$ cat config.mk
export PLATFORM = sky130hd
export DESIGN_NAME = safe_mult_pipe
export DESIGN_NICKNAME = d
export VERILOG_FILES = /design/src/rtl/safe_mult_pipe.sv
export SDC_FILE = /design/constraint.sdc
export NUM_CORES = 1
export LEC_CHECK = 0
export CAP_MARGIN = 30
export CELL_PAD_IN_SITES_DETAIL_PLACEMENT = 1
export CELL_PAD_IN_SITES_GLOBAL_PLACEMENT = 1
export CORE_MARGIN = 3
export CORE_UTILIZATION = 45
export CTS_CLUSTER_DIAMETER = 40
export DETAILED_ROUTE_END_ITERATION = 12
export PLACE_DENSITY = 0.87
export SLEW_MARGIN = 10
export SYNTH_ARGS = -nofsm -noshare
export SYNTH_HDL_FRONTEND = slang
export SYNTH_SLANG_ARGS = --single-unit
$ cat constraint.sdc
create_clock -name clk -period 8.2 [get_ports clk]
set_input_delay 2.05 -clock clk [delete_from_list [all_inputs] [get_ports clk]]
set_output_delay 2.05 -clock clk [all_outputs]
set_load 0.01 [all_outputs]
$ cat src/rtl/safe_mult_pipe.sv
// -----------------------------------------------------------------------------
// safe_mult_pipe
//   Pipelined fixed-point signed multiplier, Q = A * B.
//   Register 1 holds the full-precision product. Any further registers are plain
//   delay stages. Rounding, range check and saturate/wrap happen in front of the
//   output register. With PIPE_STAGES = 1, all of this is done in one stage.
//   The pipeline uses one global stall signal: every stage advances only when the
//   output is empty or is being taken downstream.
//
// Ports
//   clk        : clock
//   rst        : synchronous reset, active-high
//   s_valid    : operand pair valid
//   s_ready    : block accepts an operand pair this cycle
//   A, B       : signed operands (A_FRAC / B_FRAC fractional bits)
//   m_valid    : Q / overflow valid
//   m_ready    : downstream accepts the result
//   Q          : signed result (Q_FRAC fractional bits)
//   overflow   : this result was outside the Q range
//   ovf_sticky : latched OR of overflow over results taken downstream
//   ovf_clear  : clears ovf_sticky (a same-cycle set wins)
// -----------------------------------------------------------------------------
module safe_mult_pipe #(
    parameter int A_WIDTH     = 16,
    parameter int A_FRAC      = 14,
    parameter int B_WIDTH     = 16,
    parameter int B_FRAC      = 14,
    parameter int Q_WIDTH     = 16,
    parameter int Q_FRAC      = 14,
    parameter int PIPE_STAGES = 2,
    parameter int ROUND_MODE  = 0,
    parameter int SATURATE    = 1
) (
    input  logic               clk,
    input  logic               rst,
    input  logic               s_valid,
    output logic               s_ready,
    input  logic [A_WIDTH-1:0] A,
    input  logic [B_WIDTH-1:0] B,
    output logic               m_valid,
    input  logic               m_ready,
    output logic [Q_WIDTH-1:0] Q,
    output logic               overflow,
    output logic               ovf_sticky,
    input  logic               ovf_clear
);

    localparam int PW  = A_WIDTH + B_WIDTH;           // full product width
    localparam int D   = A_FRAC + B_FRAC - Q_FRAC;    // bits to drop (<0: bits to add)
    localparam int RSH = (D > 0) ? D : 0;
    localparam int LSH = (D < 0) ? -D : 0;
    localparam int RS1 = (RSH > 0) ? RSH - 1 : 0;
    // Working width: product + 1 guard bit for the rounding carry + any left shift.
    // It is also at least one bit wider than Q, so the range compare is exact.
    localparam int RW  = PW + 1 + LSH;
    localparam int CW  = ((RW > Q_WIDTH) ? RW : Q_WIDTH) + 1;

    localparam logic signed [CW-1:0] RND   = CW'(ROUND_MODE != 0 && RSH > 0) << RS1;
    localparam logic signed [CW-1:0] Q_MAX = {{(CW-Q_WIDTH+1){1'b0}}, {(Q_WIDTH-1){1'b1}}};
    localparam logic signed [CW-1:0] Q_MIN = {{(CW-Q_WIDTH+1){1'b1}}, {(Q_WIDTH-1){1'b0}}};

    // Rescale a product to Q LSBs. Returns {overflow, q}.
    function automatic logic [Q_WIDTH:0] scale_q(input logic [PW-1:0] p);
        logic signed [CW-1:0] x;
        logic                 ovf;
        logic [Q_WIDTH-1:0]   q;
        // NOTE: blocking assignments are correct here. This is a pure combinational
        // chain of steps. Only clocked state below uses non-blocking assignments.
        x   = CW'(signed'(p));
        x   = x + RND;
        x   = x >>> RSH;
        x   = x <<< LSH;
        ovf = (x > Q_MAX) || (x < Q_MIN);
        if (SATURATE != 0 && ovf)
            q = x[CW-1] ? Q_MIN[Q_WIDTH-1:0] : Q_MAX[Q_WIDTH-1:0];
        else
            q = x[Q_WIDTH-1:0];
        return {ovf, q};
    endfunction

    logic                        en;
    logic signed [A_WIDTH-1:0]   a_s;
    logic signed [B_WIDTH-1:0]   b_s;
    logic [PW-1:0]               prod_now;
    logic [PW-1:0]               last_prod;
    logic                        last_vld;
    logic [Q_WIDTH:0]            scaled;

    assign en       = !m_valid || m_ready;
    assign s_ready  = en;
    assign a_s      = signed'(A);
    assign b_s      = signed'(B);
    assign prod_now = PW'(a_s) * PW'(b_s);

    generate
        if (PIPE_STAGES == 1) begin : g_single
            assign last_prod = prod_now;
            assign last_vld  = s_valid;
        end else begin : g_multi
            logic [PW-1:0] prod_q [PIPE_STAGES-1];
            logic          vld_q  [PIPE_STAGES-1];

            always_ff @(posedge clk) begin
                if (rst) begin
                    for (int k = 0; k < PIPE_STAGES - 1; k++)
                        vld_q[k] <= 1'b0;
                end else if (en) begin
                    vld_q[0] <= s_valid;
                    for (int k = 1; k < PIPE_STAGES - 1; k++)
                        vld_q[k] <= vld_q[k-1];
                end
            end

            // NOTE: the product registers are not reset. Their contents matter only
            // when the valid bit that travels with them is set, and those valid bits
            // are reset.
            always_ff @(posedge clk) begin
                if (en) begin
                    prod_q[0] <= prod_now;
                    for (int k = 1; k < PIPE_STAGES - 1; k++)
                        prod_q[k] <= prod_q[k-1];
                end
            end

            assign last_prod = prod_q[PIPE_STAGES-2];
            assign last_vld  = vld_q[PIPE_STAGES-2];
        end
    endgenerate

    assign scaled = scale_q(last_prod);

    // Output register. It is loaded only with real results, so a bubble leaves the
    // last Q visible.
    always_ff @(posedge clk) begin
        if (rst) begin
            m_valid  <= 1'b0;
            Q        <= '0;
            overflow <= 1'b0;
        end else if (en) begin
            m_valid <= last_vld;
            if (last_vld) begin
                Q        <= scaled[Q_WIDTH-1:0];
                overflow <= scaled[Q_WIDTH];
            end
        end
    end

    // A set from a completed overflow handshake has priority over ovf_clear.
    always_ff @(posedge clk) begin
        if (rst)
            ovf_sticky <= 1'b0;
        else if (m_valid && m_ready && overflow)
            ovf_sticky <= 1'b1;
        else if (ovf_clear)
            ovf_sticky <= 1'b0;
    end

endmodule
==> results of run 1 <==
[stage by stage]
stage / TNS, ps / setup slack, ps / instance area (um2)
after global routing: -43.57 / -29.42 / 12530
after floorplan: 0 / 585.6 / 11000
after global placement: 0 / 81.01 / 12330
final: 0 / 145.9 / 12530
after detailed placement: -1068 / -255.8 / 12330
after CTS: 0 / 29.18 / 12500
[state kept, by name (all words and copies together) (netlist names)]
signal / count
g_multi.vld_q: 1
ovf_sticky: 1
overflow: 1
g_multi.prod_q: 18
Q: 16
m_valid: 1
[kinds of logic after synthesis]
logic type / Yosys count / synth area share
AOI/OAI and AO/OA: 85 / 0.04973
xor gates and xnor gates: 28 / 0.02230
adders and majority gates: 340 / 0.5651
buffers and inverters: 347 / 0.1187
DFF: 38 / 0.08648
muxes: 1 / 0.0009104
and+or+nand+nor: 353 / 0.1568
[worst max path at each step]
stage,to,cells after the start
final,g_multi.prod_q[0][29],19
after global routing,g_multi.prod_q[0][30],20
after CTS,g_multi.prod_q[0][30],19
after detailed placement,g_multi.prod_q[0][30],19
after global placement,g_multi.prod_q[0][24],20
after floorplan,g_multi.prod_q[0][30],19
[layout by cell type, fill, tap and decap left out, types with 3 or more instances in the layout]
cell             netlist  routed
a211oi_1               3       3
a21oi_1               38      35
a21oi_2                0       3
a31oi_1                3       3
and2_1               117     117
buf_12                 0       7
buf_4                  0      51
clkbuf_16              0       5
clkbuf_8               0       3
clkdlybuf4s50_1        0      53
dfxtp_1               19      19
dlymetal6s2s_1         0       3
edfxtp_1              19      19
fa_1                 261     260
ha_1                  79      79
inv_1                308     306
nand2_1              146     146
nand2b_1              10      10
nand4_1                7       7
nor2_1                41      41
nor2b_1                4       4
nor3_1                19      19
o211ai_1               3       3
o21a_1                 6       6
o21ai_0               13      13
o21bai_1               3       3
xnor2_1               18      18
xor2_1                10      10
[layer usage]
layer  vias to the layer above  routed length [um]  part of all wire  global-route usage
li1                       3669                   -                 -                   -
met1                      4406               10910              0.34              0.2707
met2                       248               18530              0.57              0.5074
met3                       124                 918             0.028             0.02117
met4                         0                1974             0.061              0.1380
met5                         -                   0                 0                   0
[layout make-up]
type / count / area share
Clock buffer: 8 / 0.01328
Inverter: 308 / 0.09228
Tap cell: 319 / 0.03186
Sequential cell: 38 / 0.07590
Multi-Input combinational cell: 807 / 0.6996
Timing Repair Buffer: 114 / 0.08709
[critical path: cells and delay by family]
| kind | cells | cell delay [ps] |
|---|---|---|
| compound gates | 3 | 610 |
| simple gates | 3 | 690 |
| xor+xnor | 1 | 110 |
| fa+ha+maj | 7 | 3460 |
| buf+inv | 5 | 1130 |
==> impl_metrics.py, run 1 <==
metrics = {
    "timing": {
        "fin_crit_sh": 0.9822,
        "whs_ps": 480.7,
        "layout_min_cycle_time_ps": 8054,
        "hold_viol_final": 0,
        "max_slew_margin": 0.4419,
        "tightestPinTransition_ps": 836.2,
        "setup_viol_count_final": 0,
        "skew_ps": 3.078,
        "fmax_mhz": 124.2,
        "drv_slew": 0,
    },
    "cts": {
        "cts_setup_buffers": 0,
        "cts_resized": 0,
        "cts.clk_slew.worst_paths_ps": 60,
        "cts_tree": "yes",
        "insertion_delay_ps": 280,
        "numCtsBuffers": 5,
        "clock_sink_count": 38,
        "htree_levels": 2,
        "cts_root_buf": "clkbuf_16",
        "clockBufferDepth": 2,
        "ctsHoldBuffers": 0,
    },
    "yosys": {
        "async_reset_ff_frac": 0,
        "synth.net_count": 1569,
        "synth_top_area_frac": 0.4752,
        "synth_flop_cell": "edfxtp_1",
        "syn_area_mm2": 0.01100,
        "syn_avg_cell_area_um2": 9.224,
        "ys_types": 43,
        "ys_top_cells_by_area": "fa_1 48%, inv_1 11%, ha_1 9.0%",
        "ys_warn_count": 0,
        "synth_cells": 1192,
        "seq_area_frac_synth": 0.08648,
        "ys_ff_latch": 38,
        "synth_edf_count": 19,
        "synth_top_area_cell": "fa_1",
        "yosysMostFrequentCell": "inv_1",
        "synthTopCellsByCount": "308 x inv_1, 261 x fa_1, 146 x nand2_1",
    },
    "placement": {
        "place_congestion": 0.8420,
        "port_buffers": 56,
        "dp_hpwl_um": 27720,
        "place_inst": 1586,
    },
    "cells_and_area": {
        "flow.area_growth_from_synthesis_pct": 13.94,
        "layout-drive-gt1-share": 0.06196,
        "register_area_um2": 950.9,
        "multi_input_area_mm2": 0.008765,
        "fin_nets": 1651,
        "final_util": 0.5274,
        "final_cell_count_no_fill": 1594,
        "antenna-diode-count": 0,
        "nFillCells": 2714,
    },
    "critical_path": {
        "r2r_end": "Q[7]",
        "startpoint_type": "input port",
        "critPathMaxStageDelay_ps": 740,
        "cp_max_fo": 10,
        "arrival_ps": 8070,
        "cp_cell_sequence": "clkdlybuf4s50_1, buf_4, nand2_1, fa_1, inv_1, fa_1, fa_1, fa_1, fa_1, inv_1, fa_1, inv_1, ha_1, o21a_1, nor2_1, o21a_1, or4_1, o221ai_2, xor2_1",
        "critPathSlowestCell": "clkdlybuf4s50_1",
        "required_ps": 8220,
        "ff2ff_path_depth": 6,
        "r2r_start": "m_valid",
        "crit_start": "A[5]",
        "cp_common_cell": "fa_1",
        "endpoint_kind": "flop",
        "r2r_slack_ps": 5380,
        "path_class": "input port to flop",
    },
    "routing": {
        "num_vias": 8447,
        "dr.pass1.iters": 4,
        "route.detailed.drc": 0,
        "totalWireLength_um": 32340,
        "ant_nets": 0,
        "drtIter0Drc": 373,
        "avgRoutedWirePerCell_um": 20.29,
        "routed_via_density": 5.299,
    },
    "floorplan": {
        "design.portCount": 57,
        "start_util": 0.4629,
        "die-height_um": 162.3,
        "die_w_um": 162.3,
        "die_area_mm2": 0.02635,
        "core_mm2": 0.02375,
        "rows": 56,
    },
    "hold_path": {
        "hold-path-cell-count": 2,
        "hold_end": "ovf_sticky",
        "worst_hold_path_type": "flop to flop",
        "min_from": "ovf_sticky",
    },
    "flow_run": {
        "maxCapViolCount": 0,
    },
    "status": {
        "status": "finished, final reports clean",
    },
    "grt": {
        "antenna_found_initial": 0,
        "grt_max_degree": 22,
        "grt_overflow_total": 0,
        "grt_pass1_wl_um": 52880,
        "grt_pass1_vias": 10430,
        "track_usage": 0.2587,
    },
}
Power of run 1 is not shown: default switching activity piles up to over one toggle a cycle in this logic, so the estimate is an artifact.
==> run 2, diff against run 1 <==
- SLEW_MARGIN: 10 -> 0
==> run 2 against run 1 <==
  * Die area unchanged
  * Flip-flop and latch count did not move
  * Core utilization is essentially flat
  * Critical path depth did not move
  * Via count rose by 0.46%
  * Fmax fell by 0.12%
==> impl_metrics.py, run 2 (synthesis results as in run 1) <==
metrics = {
    "grt": {
        "antenna_found_initial": 0,
        "grt_overflow_total": 0,
        "grt_pass1_vias": 10430,
        "grt_pass1_wl_um": 52880,
        "track_usage": 0.2587,
        "grt_max_degree": 22,
    },
    "placement": {
        "place_area_mm2": 0.01233,
        "port_buffers": 56,
        "dp_hpwl_um": 27720,
        "place_congestion": 0.8420,
        "place_ws_ps": -255.8,
    },
    "cells_and_area": {
        "largest_reg_flops": 18,
        "multi_input_area_mm2": 0.008761,
        "final_common_cell": "inv_1",
        "reg_top3": "g_multi.prod_q: 18 flops, Q: 16 flops",
        "largest_register": "g_multi.prod_q",
        "final_cell_mix": "306 x inv_1, 260 x fa_1, 146 x nand2_1",
        "antenna-diode-count": 0,
        "layout-drive-gt1-share": 0.06191,
        "fin_nets": 1652,
        "flow.area_growth_from_synthesis_pct": 13.97,
        "nFillCells": 2717,
        "register_area_um2": 950.9,
        "final_area_mm2": 0.01253,
    },
    "critical_path": {
        "crit_start": "A[5]",
        "arrival_ps": 8080,
        "cp_common_cell": "fa_1",
        "cp.depth": 19,
        "critPathMaxStageDelay_ps": 740,
        "r2r_start": "m_valid",
        "ff2ff_path_depth": 7,
        "r2r_slack_ps": 5310,
        "endpoint": "g_multi.prod_q[0][29]",
        "path_class": "input port to flop",
        "startpoint_type": "input port",
        "endpoint_kind": "flop",
        "critPathSlowestCell": "clkdlybuf4s50_1",
        "crit_buf_inv": 5,
        "required_ps": 8220,
        "r2r_end": "Q[7]",
        "crit_family": "adder cells",
        "cp_max_fo": 10,
        "cp_cell_sequence": "clkdlybuf4s50_1, buf_4, nand2_1, fa_1, inv_1, fa_1, fa_1, fa_1, fa_1, inv_1, fa_1, inv_1, ha_1, o21a_1, nor2_1, o21a_1, or4_1, o221ai_2, xor2_1",
    },
    "cts": {
        "cts_root_buf": "clkbuf_16",
        "cts.clk_slew.worst_paths_ps": 60,
        "numCtsBuffers": 5,
        "ctsHoldBuffers": 0,
        "insertion_delay_ps": 280,
        "clock_sink_count": 38,
        "clockBufferDepth": 2,
        "htree_levels": 2,
        "cts_tree": "yes",
    },
    "routing": {
        "ant_nets": 0,
        "route.detailed.drc": 0,
        "dr.pass1.iters": 5,
        "avgRoutedWirePerCell_um": 20.41,
        "drtIter0Drc": 379,
        "routed_via_density": 5.320,
        "wl_met1_um": 11140,
        "met2_length_um": 18610,
        "wl_met3_um": 868,
        "num_vias": 8486,
        "totalWireLength_um": 32550,
        "routed.top_layer": "met4",
    },
    "floorplan": {
        "die_w_um": 162.3,
        "rows": 56,
        "core_mm2": 0.02375,
        "die_area_mm2": 0.02635,
        "die-height_um": 162.3,
        "start_util": 0.4629,
        "design.portCount": 57,
    },
    "timing": {
        "fin_ws_ps": 135.9,
        "max_slew_margin": 0.4374,
        "layout_min_cycle_time_ps": 8064,
        "hold_viol_final": 0,
        "setup_viol_count_final": 0,
        "drv_slew": 0,
        "fin_crit_sh": 0.9834,
        "skew_ps": 4.374,
        "tightestPinTransition_ps": 843.0,
        "fmax_mhz": 124.0,
    },
    "hold_path": {
        "worst_hold_path_type": "flop to flop",
    },
    "flow_run": {
        "maxCapViolCount": 0,
    },
    "status": {
        "status": "finished, final reports clean",
    },
}
-- run 2: changes by cell type in the layout (fill, tap and decap cells not counted) --
cell / delta
o21ai_2: -1
o21ai_1: +1
buf_4: +1
-- run 2: routing by layer --
| layer | track usage | up-vias |
|---|---|---|
| met4 | 0.1380 | 0 |
| met2 | 0.5074 | 245 |
| met1 | 0.2707 | 4453 |
| met3 | 0.02117 | 121 |
| met5 | 0 | - |
| li1 | - | 3667 |
-- run 2: layout make-up --
cell class / count / share of cell area
sequential: 38 / 0.07588
inverter: 308 / 0.09225
clock buffer: 8 / 0.01328
tap: 319 / 0.03185
multi-input combinational: 807 / 0.6991
timing repair buffer: 115 / 0.08766
-- run 2: worst min path at each step --
stage	from	to	slack [ps]	cells after the start
floorplan	g_multi.vld_q[0]	m_valid	450	2
global placement	ovf_sticky	ovf_sticky	460	2
detailed placement	ovf_sticky	ovf_sticky	470	2
CTS	ovf_sticky	ovf_sticky	480	2
global route	Q[2]	Q[2]	520	2
finish	ovf_sticky	ovf_sticky	480	2
-- run 2: per-stage QoR --
stage	util	hold slack [ps]	TNS (ps)	instances
after floorplan	-	450.1	0	1192
after global placement	0.5191	459.2	0	1586
after detailed placement	0.5191	466.3	-1068	1586
after CTS	0.5261	484.4	0	1594
after global routing	0.5276	515.5	-159.7	1595
final	0.5276	480.8	0	1595
-- run 2: worst reg2reg max path, stage by stage (launching register included) --
cell	delay (ps)
dfxtp_1	330
and2b_1	210
inv_1	630
and2_1	700
o21ai_1	290
buf_4	270
a21oi_1	220
nor3_1	90
-- run 2: timing repair --
item,4_1_cts,5_1_grt
gates resized for setup,0,11
setup buffers,0,0
endpoints found under the setup margin,0,10
Power of run 2 is left out for the same reason.
==> run 3, diff against run 2 <==
- CTS_CLUSTER_SIZE: not set -> 28
==> results of run 3 <==
Same layout as run 2: the final DEF is identical, and so are final timing and power.
Power of run 3 is left out for the same reason.
